<file path="src/rtl/fpu_scoreboard.sv">
// FP issue scoreboard: tracks up to four in-flight register writes by latency slot,
// stalls on RAW/WAW hazards and writeback-port conflicts, and signals retirement.
module fpu_scoreboard (
  input  logic        clk,
  input  logic        rst,
  input  logic        issue_valid,
  input  logic [4:0]  issue_rd,
  input  logic [4:0]  issue_rs1,
  input  logic [4:0]  issue_rs2,
  input  logic        use_rs1,
  input  logic        use_rs2,
  input  logic        reg_write,
  input  logic        is_hazard_0,
  input  logic        is_hazard_1,
  input  logic        is_hazard_2,
  output logic        stall,
  output logic        issue_accept,
  output logic        wb_valid,
  output logic [4:0]  wb_rd,
  output logic [31:0] busy,
  output logic [15:0] stall_count
);

  logic [3:0]      slot_valid_q, slot_valid_d;
  logic [3:0][4:0] slot_rd_q, slot_rd_d;
  logic [1:0]      lat;
  logic            port_conflict, raw_hit, waw_hit;

  always_comb begin
    if (is_hazard_2)      lat = 2'd3;
    else if (is_hazard_1) lat = 2'd2;
    else if (is_hazard_0) lat = 2'd1;
    else                  lat = 2'd0;
  end

  // After the shift, slot[L+1] lands in slot[L], which this issue would claim.
  always_comb begin
    unique case (lat)
      2'd0:    port_conflict = slot_valid_q[1];
      2'd1:    port_conflict = slot_valid_q[2];
      2'd2:    port_conflict = slot_valid_q[3];
      default: port_conflict = 1'b0;
    endcase
    port_conflict = port_conflict & reg_write;
  end

  // Slot 0 is excluded: its result is bypassed by the register file this cycle.
  always_comb begin
    raw_hit = 1'b0;
    waw_hit = 1'b0;
    for (int k = 1; k < 4; k++) begin
      if (slot_valid_q[k]) begin
        if (use_rs1 && (issue_rs1 == slot_rd_q[k])) raw_hit = 1'b1;
        if (use_rs2 && (issue_rs2 == slot_rd_q[k])) raw_hit = 1'b1;
        if (reg_write && (issue_rd == slot_rd_q[k])) waw_hit = 1'b1;
      end
    end
  end

  assign stall        = issue_valid & (port_conflict | raw_hit | waw_hit);
  assign issue_accept = issue_valid & ~stall;

  always_comb begin
    slot_valid_d = {1'b0, slot_valid_q[3:1]};
    slot_rd_d    = {5'd0, slot_rd_q[3:1]};
    if (issue_accept && reg_write) begin
      slot_valid_d[lat] = 1'b1;
      slot_rd_d[lat]    = issue_rd;
    end
  end

  always_ff @(posedge clk or posedge rst) begin
    if (rst) begin
      slot_valid_q <= '0;
      slot_rd_q    <= '0;
      stall_count  <= '0;
    end else begin
      slot_valid_q <= slot_valid_d;
      slot_rd_q    <= slot_rd_d;
      if (stall && (stall_count != 16'hFFFF)) stall_count <= stall_count + 16'd1;
    end
  end

  always_comb begin
    busy = '0;
    for (int k = 0; k < 4; k++) begin
      if (slot_valid_q[k]) busy[slot_rd_q[k]] = 1'b1;
    end
  end

  assign wb_valid = slot_valid_q[0];
  assign wb_rd    = slot_rd_q[0];

endmodule

</file>
<file path="config.mk">
export PLATFORM = sky130hd
export DESIGN_NAME = fpu_scoreboard
export DESIGN_NICKNAME = d
export VERILOG_FILES = /design/src/rtl/fpu_scoreboard.sv
export SDC_FILE = /design/constraint.sdc
export NUM_CORES = 1
export LEC_CHECK = 0
export BUFFER_PORTS_ARGS = -buffer_cell sky130_fd_sc_hd__buf_2
export CAP_MARGIN = 20
export CORE_MARGIN = 5
export CORE_UTILIZATION = 38
export DETAILED_ROUTE_END_ITERATION = 8
export PLACE_DENSITY = 0.62
export SYNTH_ARGS = -nofsm -noshare
export SYNTH_HDL_FRONTEND = slang
export SYNTH_SLANG_ARGS = --single-unit
export TNS_END_PERCENT = 5
</file>
<file path="constraint.sdc">
create_clock -name clk -period 5.3 [get_ports clk]
set_clock_uncertainty 0.2 [all_clocks]
set_input_delay 1.06 -clock clk [delete_from_list [all_inputs] [get_ports clk]]
set_output_delay 1.06 -clock clk [all_outputs]
set_load 0.03 [all_outputs]
</file>
==> metrics <==
cell taking the most area after synthesis dfrtp_1; clock sink count 40; worst-margin pin slew about 0.75 ns; DPL Wire Length about 7.3 mm; Final nets ~440; synthesis-to-layout area growth 14.5%; die width a little over 100 um; crit end category output port; root buffer cell clkbuf_8; power consumption around 790 uW; Startpoint Class primary input; Max-cap violations 0; worst skew pair latency 0.30 ns; total CTS buffers 5; die area about 0.011 mm^2; antenna-violating nets left 0; CP dominant cell by count buf_2; Avg Cell Area, Syn 9.18 um^2; Final Critical Period about 4 ns; post-DR wirelength/cell 20.0 um; FILL cells around 850; Buffers on Ports 79; initial antenna violation count 0; Max Root-Sink Buffers 2; RSZ-0062 raised after global routing false; Multi-input gate area around 0.0021 mm^2; met3 Use GR 0.0235; dominant cells by area after synthesis dfrtp_1, xor2_1, xnor2_1; DP Area about 0.0037 mm^2; htree depth 2; placed cell count between 500 and 600; Worst slew margin 0.489; largest net degree at the start of global routing 41; number of synthesized flops with an enable pin 0; Yosys reg bits 40; Routed WL approximately 11 mm; Remaining DRCs 0; gpl congestion about 0.83; hold_ws between 0.3 and 0.4 ns; cell family with most CP delay simple AND/OR/NAND/NOR gates; final hold viol count 0; run status finished, final reports clean; GR met1 Demand/Resource 0.271; drt pass-1 iters 6; slowest cell delay on critical path about 0.40 ns; Lkg Pwr about 1.8 nW; yosys warns 0; grt peak-use layer met2; syn_nets between 300 and 400; Max Slew Vio Count 0; Cell Chain, Critical Path buf_2 > xor2_1 > nor4_1 > nand4_1 > and4_4 > a31oi_4 > buf_2; Final period util 0.756; DR vias approximately 3200; Setup violations, final 0; post-synthesis sequential area ratio 0.302; Crit Path Max Fanout 16; Die Ht just over 100 um; Synth cell types 46; Initial Utilization 0.386; setup repair bufs after CTS 0; aggregate global-route resource usage 0.193; Clk pin slew, worst setup/hold paths roughly 0.080 ns; cell count after synthesis 361; Inserted Diodes 0; number of buffer and inverter stages on the critical path 2; Power per Cell Area 209 mW/mm^2; PnR worst setup slack approximately 1.3 ns; fin area about 0.0038 mm^2; post_cts resized 0; initial drt markers approximately 220; top cell type's share of synthesized area 0.302; vias in the first global route between 3000 and 4000; Main synth FF type dfrtp_1; Setup TNS 0 ns; Mapped Area 0.00331 mm^2; Data required, critical path 4.04 ns; Post-synth ARST share 1.00; Final Util 0.441; grt ovf 0; fin cells between 500 and 600; critical path arrival between 2 and 3 ns; layout cells sized above 1 0.286; Ports 80; register area between 0.001 and 0.0015 mm^2; HP Class reg2reg; Slowest cell on crit path a31oi_4; Avg Vias per Cell about 6; Global Route met2 Usage 0.315; CTS Hold Bufs 0; maximum clock rate roughly 250 MHz; Place WS 1.30 ns; Row Count 34; first-pass GRT wire length around 16 mm; WS Path Type in2out; core outline area roughly 0.0086 mm^2; CTS tree done; Peak VDD IR around 0.00017 V
[cells by family after synthesis]
logic type | Yosys count | synth area share
xor+xnor | 59 | 0.158
simple gates | 135 | 0.241
mux | 18 | 0.0608
fa+ha+maj | 1 | 0.00378
flops | 40 | 0.302
buf+inv | 35 | 0.0593
compound gates | 73 | 0.175
[synth_stat cells (2+ instances only)]
library cell and number:
xor2_1 32, nand2_1 25, nand2b_1 3, and2_1 7, and4_1 2, buf_4 5
nor4_1 8, nor3_1 2, mux2_2 17, o22ai_1 12, a221o_1 11, or3_1 2
or3b_2 4, buf_2 17, a22oi_1 13, nor3b_1 8, and3b_1 2, xnor2_1 26
clkbuf_2 2, nand3b_1 10, nand4_1 13, nand3_1 8, o221ai_1 13, buf_6 3
and3_1 12, nand3_2 2, nor2_1 23, a21oi_1 9, clkbuf_1 5, dfrtp_1 40
inv_1 3, o211ai_1 8
[layer usage]
metal / up-vias / wire (um)
met5: - / 0
met4: 0 / 263
met3: 33 / 1120
met2: 208 / 4700
met1: 1467 / 4440
li1: 1459 / -
[state kept, by name, summed over array words and instances (netlist names)]
signal        flops
wb_rd             5
stall_count      16
slot_rd_q        15
slot_valid_q      4
[layout by cell type, fill, tap and decap left out, drive strengths merged, types with 8 or more instances in the layout]
master and n:
a21oi 9, a221o 11, a22oi 13, and3 13, buf 81, dfrtp 40
mux2 17, nand2 25, nand3 10, nand3b 10, nand4 13, nor2 23
nor3b 8, nor4 8, o211ai 8, o221ai 13, o22ai 12, xnor2 27
xor2 32
[path summary, 6_finish.rpt]
check	startpoint	slack [ns]	depth (start not counted)	endpoint
setup / recovery	issue_rs1[2]	1.29	7	stall
min in group asynchronous	rst	0.66	3	stall_count[12]
hold reg to reg	stall_count[6]	0.30	1	stall_count[6]
hold / removal	stall_count[6]	0.30	1	stall_count[6]
max in group asynchronous	rst	3.89	3	wb_rd[4]
setup reg to reg	slot_rd_q[12]	2.44	7	stall_count[1]
[power breakdown]
group / internal [mW] / switching [mW]
logic: 0.0679 / 0.111
registers: 0.324 / 0.0401
clock network: 0.139 / 0.110
total: 0.531 / 0.261
[cell type report]
cell class | count | share of cell area
inverter | 3 | 0.00297
sequential | 40 | 0.264
tap | 108 | 0.0356
timing repair buffer | 82 | 0.110
clock inverter | 3 | 0.0112
multi-input combinational | 286 | 0.558
clock buffer | 5 | 0.0181
Power figures use the tool's default switching activity.
